<file path="src/rtl/controller_multi_pkg.sv">
// Shared encodings for the multicycle MIPS controller: FSM states, opcodes,
// R-type funct fields, ALU operation classes and 4-bit ALU-control codes.
package mc_ctrl_pkg;

    typedef enum logic [3:0] {
        S_FETCH   = 4'd0,
        S_DECODE  = 4'd1,
        S_MEMADR  = 4'd2,
        S_MEMRD   = 4'd3,
        S_MEMWB   = 4'd4,
        S_MEMWR   = 4'd5,
        S_RTYPEEX = 4'd6,
        S_RTYPEWB = 4'd7,
        S_BEQEX   = 4'd8,
        S_ADDIEX  = 4'd9,
        S_ADDIWB  = 4'd10,
        S_JEX     = 4'd11,
        S_BNEEX   = 4'd12
    } state_t;

    localparam logic [5:0] OP_RTYPE = 6'b000000;
    localparam logic [5:0] OP_LW    = 6'b100011;
    localparam logic [5:0] OP_SW    = 6'b101011;
    localparam logic [5:0] OP_BEQ   = 6'b000100;
    localparam logic [5:0] OP_BNE   = 6'b000101;
    localparam logic [5:0] OP_ADDI  = 6'b001000;
    localparam logic [5:0] OP_J     = 6'b000010;

    localparam logic [5:0] FN_ADD = 6'b100000;
    localparam logic [5:0] FN_SUB = 6'b100010;
    localparam logic [5:0] FN_AND = 6'b100100;
    localparam logic [5:0] FN_OR  = 6'b100101;
    localparam logic [5:0] FN_SLT = 6'b101010;

    localparam logic [1:0] ALUOP_ADD   = 2'b00;
    localparam logic [1:0] ALUOP_SUB   = 2'b01;
    localparam logic [1:0] ALUOP_FUNCT = 2'b10;

    localparam logic [3:0] ALU_AND = 4'b0000;
    localparam logic [3:0] ALU_OR  = 4'b0001;
    localparam logic [3:0] ALU_ADD = 4'b0010;
    localparam logic [3:0] ALU_SUB = 4'b0110;
    localparam logic [3:0] ALU_SLT = 4'b0111;

endpackage

</file>
<file path="src/rtl/controller_multi_aludec.sv">
// ALU-control decoder: maps the FSM's aluop class plus the R-type funct field
// to an ALU operation code, zero-extended (or trimmed, all codes fit 3 bits)
// to ALUCTRL_W.
module mc_aludec
    import mc_ctrl_pkg::*;
#(
    parameter int ALUCTRL_W = 4
) (
    input  logic [1:0]           aluop,
    input  logic [5:0]           funct,
    output logic [ALUCTRL_W-1:0] alucontrol
);

    logic [3:0] code;

    // Select the 4-bit operation code from aluop, falling back to funct decode.
    always_comb begin
        code = ALU_AND;
        case (aluop)
            ALUOP_ADD: code = ALU_ADD;
            ALUOP_SUB: code = ALU_SUB;
            default: begin
                case (funct)
                    FN_ADD:  code = ALU_ADD;
                    FN_SUB:  code = ALU_SUB;
                    FN_AND:  code = ALU_AND;
                    FN_OR:   code = ALU_OR;
                    FN_SLT:  code = ALU_SLT;
                    default: code = ALU_AND;
                endcase
            end
        endcase
    end

    assign alucontrol = (ALUCTRL_W)'(code);

endmodule

</file>
<file path="src/rtl/controller_multi.sv">
// Multicycle MIPS control unit: Moore FSM sequencing fetch, decode, execute
// and writeback over a shared memory and ALU, with an optional memory
// wait-state handshake (MEM_HANDSHAKE).
// Build option: CTRL_MC_BNE_EN adds a BNE execute state (12); without it
// opcode 000101 decodes as an unknown op and returns straight to FETCH.
//
// state      | meaning
// FETCH   0  | read instruction at PC, PC <= PC+4 when memory ready
// DECODE  1  | read registers, compute branch target
// MEMADR  2  | compute load/store address
// MEMRD   3  | memory read, wait for mem_ready
// MEMWB   4  | write loaded data to rt
// MEMWR   5  | memory write, strobe held until mem_ready
// RTYPEEX 6  | R-type ALU operation
// RTYPEWB 7  | write ALU result to rd
// BEQEX   8  | compare, branch if zero
// ADDIEX  9  | add immediate
// ADDIWB 10  | write ALU result to rt
// JEX    11  | load jump target into PC
// BNEEX  12  | compare, branch if not zero (optional)
module controller_multi
    import mc_ctrl_pkg::*;
#(
    parameter int ALUCTRL_W     = 4,
    parameter bit MEM_HANDSHAKE = 1'b1
) (
    input  logic                 clk,
    input  logic                 reset,
    input  logic [5:0]           op,
    input  logic [5:0]           funct,
    input  logic                 zero,
    input  logic                 mem_ready,
    output logic                 iord,
    output logic                 memwrite,
    output logic                 irwrite,
    output logic                 regdst,
    output logic                 memtoreg,
    output logic                 regwrite,
    output logic                 alusrca,
    output logic [1:0]           alusrcb,
    output logic [1:0]           pcsrc,
    output logic                 pcen,
    output logic [ALUCTRL_W-1:0] alucontrol,
    output logic [3:0]           state_o
);

    state_t     state, state_nxt;
    logic       ready;
    logic [1:0] aluop;
    logic       pcwrite, branch, bne;
    logic       irwrite_s, memwrite_s, regwrite_s;

    assign ready = MEM_HANDSHAKE ? mem_ready : 1'b1;

    // State register; reset aborts any instruction in flight.
    always_ff @(posedge clk or posedge reset) begin
        if (reset) state <= S_FETCH;
        else       state <= state_nxt;
    end

    // Next-state selection and per-state control outputs.
    always_comb begin
        state_nxt  = state;
        iord       = 1'b0;
        memwrite_s = 1'b0;
        irwrite_s  = 1'b0;
        regdst     = 1'b0;
        memtoreg   = 1'b0;
        regwrite_s = 1'b0;
        alusrca    = 1'b0;
        alusrcb    = 2'b00;
        pcsrc      = 2'b00;
        aluop      = ALUOP_ADD;
        pcwrite    = 1'b0;
        branch     = 1'b0;
        bne        = 1'b0;
        case (state)
            S_FETCH: begin
                alusrcb   = 2'b01;
                irwrite_s = ready;
                pcwrite   = ready;
                if (ready) state_nxt = S_DECODE;
            end
            S_DECODE: begin
                alusrcb = 2'b11;
                case (op)
                    OP_LW, OP_SW: state_nxt = S_MEMADR;
                    OP_RTYPE:     state_nxt = S_RTYPEEX;
                    OP_BEQ:       state_nxt = S_BEQEX;
                    OP_ADDI:      state_nxt = S_ADDIEX;
                    OP_J:         state_nxt = S_JEX;
`ifdef CTRL_MC_BNE_EN
                    OP_BNE:       state_nxt = S_BNEEX;
`endif
                    default:      state_nxt = S_FETCH;
                endcase
            end
            S_MEMADR: begin
                alusrca   = 1'b1;
                alusrcb   = 2'b10;
                state_nxt = (op == OP_LW) ? S_MEMRD : S_MEMWR;
            end
            S_MEMRD: begin
                iord = 1'b1;
                if (ready) state_nxt = S_MEMWB;
            end
            S_MEMWB: begin
                memtoreg   = 1'b1;
                regwrite_s = 1'b1;
                state_nxt  = S_FETCH;
            end
            S_MEMWR: begin
                iord       = 1'b1;
                memwrite_s = 1'b1;
                if (ready) state_nxt = S_FETCH;
            end
            S_RTYPEEX: begin
                alusrca   = 1'b1;
                aluop     = ALUOP_FUNCT;
                state_nxt = S_RTYPEWB;
            end
            S_RTYPEWB: begin
                regdst     = 1'b1;
                regwrite_s = 1'b1;
                state_nxt  = S_FETCH;
            end
            S_BEQEX: begin
                alusrca   = 1'b1;
                aluop     = ALUOP_SUB;
                pcsrc     = 2'b01;
                branch    = 1'b1;
                state_nxt = S_FETCH;
            end
            S_ADDIEX: begin
                alusrca   = 1'b1;
                alusrcb   = 2'b10;
                state_nxt = S_ADDIWB;
            end
            S_ADDIWB: begin
                regwrite_s = 1'b1;
                state_nxt  = S_FETCH;
            end
            S_JEX: begin
                pcsrc     = 2'b10;
                pcwrite   = 1'b1;
                state_nxt = S_FETCH;
            end
`ifdef CTRL_MC_BNE_EN
            S_BNEEX: begin
                alusrca   = 1'b1;
                aluop     = ALUOP_SUB;
                pcsrc     = 2'b01;
                bne       = 1'b1;
                state_nxt = S_FETCH;
            end
`endif
            default: state_nxt = S_FETCH;
        endcase
    end

    // Write enables are held off for as long as reset is asserted.
    assign irwrite  = irwrite_s  & ~reset;
    assign memwrite = memwrite_s & ~reset;
    assign regwrite = regwrite_s & ~reset;
    assign pcen     = (pcwrite | (branch & zero) | (bne & ~zero)) & ~reset;
    assign state_o  = state;

    mc_aludec #(
        .ALUCTRL_W(ALUCTRL_W)
    ) u_aludec (
        .aluop      (aluop),
        .funct      (funct),
        .alucontrol (alucontrol)
    );

endmodule
</file>
<file path="config.mk">
export PLATFORM = sky130hd
export DESIGN_NAME = controller_multi
export DESIGN_NICKNAME = d
export VERILOG_FILES = /design/src/rtl/controller_multi_pkg.sv /design/src/rtl/controller_multi_aludec.sv /design/src/rtl/controller_multi.sv
export SDC_FILE = /design/constraint.sdc
export NUM_CORES = 1
export LEC_CHECK = 0
export ABC_AREA = 1
export CAP_MARGIN = 20
export CORE_ASPECT_RATIO = 1.4
export CORE_UTILIZATION = 30
export CTS_CLUSTER_SIZE = 10
export DETAILED_ROUTE_END_ITERATION = 10
export PLACE_DENSITY = 0.69
export SLEW_MARGIN = 30
export SYNTH_ARGS = -nofsm -noshare
export SYNTH_HDL_FRONTEND = slang
export SYNTH_SLANG_ARGS = --single-unit
</file>
<file path="constraint.sdc">
create_clock -name clk -period 3.2 [get_ports clk]
set_input_delay 0.96 -clock clk [delete_from_list [all_inputs] [get_ports clk]]
set_output_delay 0.96 -clock clk [all_outputs]
set_load 0.02 [all_outputs]
</file>
; Yosys cells after proc, flatten, opt, wreduce, memory -nomap -nowiden
; Cells that the tools add are included.
; W data, S select, Z words.
[op_classes]
bitwise_logic = 7
eq_ne = 24
reduce_logical = 9
muxes = 20
[op_table]
columns = operator, n
row1 = $eq A6 B6 Y1 const B, 6
row2 = $pmux W4 S7, 1
row3 = $pmux W4 S5, 1
row4 = $eq A4 B3 Y1 const B, 4
row5 = $eq A4 B4 Y1 const B, 4
row6 = $mux W4, 3
row7 = $pmux W3 S4, 1
row8 = $eq A4 B2 Y1 const B, 2
row9 = $mux W1, 8
row10 = $pmux W2 S2, 2
row11 = $pmux W4 S2, 1
row12 = $eq A6 B2 Y1 const B, 1
row13 = $eq A6 B3 Y1 const B, 1
row14 = $eq A6 B4 Y1 const B, 1
row15 = $logic_not A6 Y1, 1
row16 = $ne A2 B2 Y1 const B, 3
row17 = $pmux W2 S3, 1
row18 = $reduce_or A2 Y1, 3
row19 = $and A1 B1 Y1, 5
row20 = $eq A4 B1 Y1 const B, 1
row21 = $logic_not A4 Y1, 1
row22 = $reduce_or A4 Y1, 1
row23 = $mux W3, 1
row24 = $reduce_and A3 Y1, 1
row25 = other kinds (6), 6
[totals]
word_cells = 61
reg_bits = 4

; Logic depth before layout (Yosys ltp)
[logic_depth]
depth_word = 5
mapped_depth = 8
mapped_depth_nobuf = 8

; Modules after synthesis
; A second synthesis with hierarchy kept.
[unflattened]
hier_cells = 120
area_unflattened_um2 = 594.3
[modules_own_cells]
columns = module, n_inst, area_per_inst_um2, cells_per_inst, seq_area_each_um2
row1 = controller_multi, 1, 486.7, 98, 100.1
row2 = mc_aludec, 1, 107.6, 22, 0.0

; Worst setup path after synthesis
; No wires, ideal clock.
[synth_timing]
path_type = input to output
startpoint = input port funct[2]
endpoint = output port alucontrol[0]
cell_stages = 3
path_slack_ns = 0.638
arrival_time_ns = 1.602
path_buffers = 0
required_time_ns = 2.240
path_cell_list = nor3_1 -> nand3_1 -> a21oi_1
[synth_via]
elab_chain_cells = 3
word_cells_on_any_way = 6
classes_between = eq/ne: 4 / mux: 2
[synth_rtl]
columns = element, line
row1 = start: declaration, controller_multi.sv:30  ; input logic [5:0] funct,
row2 = $eq A6 B6 Y1, controller_multi_aludec.sv:23  ; case (funct)
row3 = $pmux W3 S4 (*), controller_multi_aludec.sv:23
row4 = $pmux W4 S2 (*), controller_multi_aludec.sv:19  ; case (aluop)
row5 = end: declaration, controller_multi.sv:43  ; output logic [ALUCTRL_W-1:0] alucontrol,
; Mark *: on every way between the ends. The rest lies on a longest branch, timed or not.

; Worst setup path after layout
[layout_timing]
startpoint = input port funct[1]
endpoint = output port alucontrol[1]
; Same word-level chain as after synthesis.

==> run summary <==
GRT
----------------------------------------------------------------------------------------------------
Antenna violations before repair                                                                   0
GRT Overall Usage                                                                             0.1943
Via count of the first global-routing pass                                                       785
Wire length of the first global-routing pass                                                 3077 µm
Overflow left after global routing                                                                 0
Maximum number of pins on one net before global-route repair                                       7

CLOCK NETWORK
----------------------------------------------------------------------------------------------------
TritonCTS clock tree                                                                           built
Clock-pin slew reported for the worst setup and hold paths after clock tree synthesis        0.04 ns
Later-pin clock latency in the skew report                                                   0.24 ns
H-tree levels                                                                                      1
Clk buf depth                                                                                      2
Post-CTS Repair Setup Buffers                                                                      0
Hold-fix buffers, CTS                                                                              0
TritonCTS Buffers                                                                                  3
Clock root buffer                                                                           clkbuf_4
Number of sinks on the clock net                                                                   4

JOB
----------------------------------------------------------------------------------------------------
Max Cap Viol                                                                                       0

LAYOUT
----------------------------------------------------------------------------------------------------
Share of cells above drive strength 1                                                         0.1519
Max FFs per register                                                                               4
Layout Nets                                                                                      176
Post-Layout Inst Area                                                                       1031 µm²
Final Instance Count excl. Fillers                                                               179
Layout Area Growth over Synthesis                                                             63.49%
Inserted Diodes                                                                                    0

STA
----------------------------------------------------------------------------------------------------
Setup-failing EPs final                                                                            0
Setup repair after global routing missed its margin                                               no
Worst-case hold slack                                                                      0.7262 ns
Clock Skews                                                                              0.002993 ns
Share of the cycle needed by the critical path after routing                                  0.9654
Final-report max-slew violation count                                                              0
Final Hold Fails                                                                                   0
Highest clock rate                                                                        0.3237 GHz
Final min period                                                                            3.089 ns
Final Worst Setup Slack                                                                    0.1108 ns

ROUTING
----------------------------------------------------------------------------------------------------
Remaining antenna violation count                                                                  0
Number of remaining DRC errors                                                                     0
Mean number of vias per cell                                                                   4.637
Total detailed-routing wirelength                                                            1777 µm
Overall via count from detail_route                                                              830
Average routed wire per standard cell                                                       9.927 µm
Initial drt markers                                                                               18
DR pass1 iterations                                                                                4

YOSYS
----------------------------------------------------------------------------------------------------
Per-instance average area after synthesis                                                  5.299 µm²
Syn_nets                                                                                         135
Synth warnings                                                                                     0
Register bit total from synthesis                                                                  4
Area leader, netlist                                                                         nand2_1
Dominant cells by area after synthesis                                                  nand2_1 19%, dfrtp_1 16%, inv_1 14%, nor2_1 13%, nand3_1 7.9%
Synth unique cells                                                                                20
Mapped Cells                                                                                     119
Post-synthesis instance area                                                               630.6 µm²
Area fraction of the dominant cell type after synthesis                                       0.1905
Share of synthesized area occupied by flip-flops and latches                                  0.1587

DIE
----------------------------------------------------------------------------------------------------
Chip Height                                                                                 56.25 µm
Initial cell density of the core                                                              0.3196
Top-level I/O count                                                                               36
Floorplan row count                                                                               19
Horizontal extent of the die                                                                40.75 µm
Die Area                                                                                    2292 µm²
Placeable Area                                                                              1973 µm²

WORST SETUP PATH
----------------------------------------------------------------------------------------------------
Crit path largest cell delay                                                                 0.49 ns
Buf/Inv on CP                                                                                      3
Crit-path cells                                                                         clkdlybuf4s50_1 > inv_1 > nor3_1 > nand3_1 > nand2_1 > clkdlybuf4s15_1
Worst Path Arrival                                                                           2.13 ns
Capturing element type of the critical path                                             primary output
Required time of the worst setup path                                                        2.24 ns
Critical Path Fanout Max                                                                           2
Crit Path Category                                                                      input pin to primary output
Nature of the critical path startpoint                                                     input pin
Max stage delay cell, worst path                                                        clkdlybuf4s50_1
Cell type group with the largest total delay on the critical path                       buffers and inverters

POWER
----------------------------------------------------------------------------------------------------
Switching share of power                                                                      0.4877
Proportion of power drawn by combinational gates                                               0.685
Peak supply drop                                                                         0.0002458 V
Net Switching                                                                               226.0 µW
Pwr dens                                                                                449.4 nW/µm²
Int Pwr                                                                                     237.4 µW
Clock network fraction of design power                                                         0.140
Static leakage power                                                                    0.0006290 µW
Sequential share of power                                                                      0.175
Overall power                                                                               463.3 µW

PLACED DESIGN
----------------------------------------------------------------------------------------------------
Post-detailed-placement cell area                                                           1012 µm²
Post-detailed-placement half-perimeter wirelength                                            1516 µm
Worst-case setup slack after placement                                                    -0.2658 ns
Post-placement cell count                                                                        176
IO Port Bufs                                                                                      34
RD Place Congestion                                                                           0.8209

MIN PATH
----------------------------------------------------------------------------------------------------
Min-Delay Path Class                                                                    flop to flop

OUTCOME
----------------------------------------------------------------------------------------------------
Status                                                                                  complete, no violations

-- through the flow --
step,TNS (ns),util
floorplan,0,-
global placement,-0.6124,0.5130
detailed placement,-0.7285,0.5130
CTS,0,0.5219
global route,0,0.5225
finish,0,0.5225
-- worst register-to-register path, delay by kind of cell (launching register included) --
| family | cells | cell delay [ns] |
|---|---|---|
| buffers and inverters | 2 | 0.23 |
| flip-flops | 1 | 0.43 |
| AND/OR/NAND/NOR | 5 | 0.51 |
-- cells in the final DEF (no fill, tap or decap), types with 2 or more instances in the layout --
master	netlist	final
nand2_1	32	32
clkdlybuf4s50_1	0	27
inv_1	23	23
nor2_1	21	21
nand3_1	10	10
nand2_2	5	5
dfrtp_1	4	4
nor2_4	3	3
inv_2	3	3
a21oi_1	3	3
nand4_1	3	3
clkbuf_4	0	3
dlymetal6s2s_1	0	3
buf_4	1	3
nor2_2	2	2
o21ai_0	2	2
clkbuf_2	0	2
-- what timing repair did --
action	CTS	global route
gates resized for setup	4	8
hold endpoints to repair	0	0
setup endpoints to repair	4	6
-- cell usage after synthesis --
library cell,number
nand2_1,32
inv_1,23
nor2_1,21
nand3_1,10
nand2_2,5
dfrtp_1,4
a21oi_1,3
inv_2,3
nand4_1,3
nor2_4,3
nor2_2,2
o21ai_0,2
a31oi_1,1
buf_4,1
conb_1,1
nand2_4,1
nor3_1,1
o211ai_1,1
o21ai_2,1
o31ai_2,1
-- layer usage --
metal	routed length (µm)	GRT usage	up-vias
li1	-	-	442
met1	693	0.2025	359
met2	974	0.3265	25
met3	62	0.05200	4
met4	46	0.1000	0
met5	0	0	-
-- power groups by stage --
stage | combinational [µW] | sequential (µW) | clock (µW)
after CTS | 320 | 81.6 | 66.0
after floorplan | 180 | 93.9 | 0
after global routing | 346 | 84.3 | 75.2
after detailed placement | 321 | 82.4 | 0
after global placement | 319 | 80.9 | 0
final | 318 | 81.0 | 64.8
-- final cells by class --
cell class                      count  area [µm²]
Timing Repair Buffer               37       359.1
Inverter                           26       97.59
Clock buffer                        3       22.52
Fill cell                         212       942.2
Multi-Input combinational cell     88       425.4
Tap cell                           21       26.28
Sequential cell                     4       100.1
-- cell families after synthesis --
group	Yosys count	synth area share
and+or+nand+nor	78	0.5734
buffers and inverters	27	0.1667
AOI/OAI and AO/OA	9	0.09524
DFF	4	0.1587
other	1	0.005947
-- worst paths after layout --
path                                              from                endpoint  slack (ns)  cells after the start
worst min-delay path            state_o[3]$_DFFE_PP0P_  state_o[2]$_DFFE_PP0P_        0.73                      3
worst max-delay path                          funct[1]           alucontrol[1]        0.11                      6
max in group asynchronous                        reset  state_o[1]$_DFFE_PP0P_        1.99                      3
min in group asynchronous                        reset  state_o[0]$_DFFE_PP0P_        1.11                      3
worst max register to register  state_o[3]$_DFFE_PP0P_  state_o[1]$_DFFE_PP0P_        1.95                      7
worst min register to register  state_o[3]$_DFFE_PP0P_  state_o[2]$_DFFE_PP0P_        0.73                      3
Power figures use the tool's default switching activity.
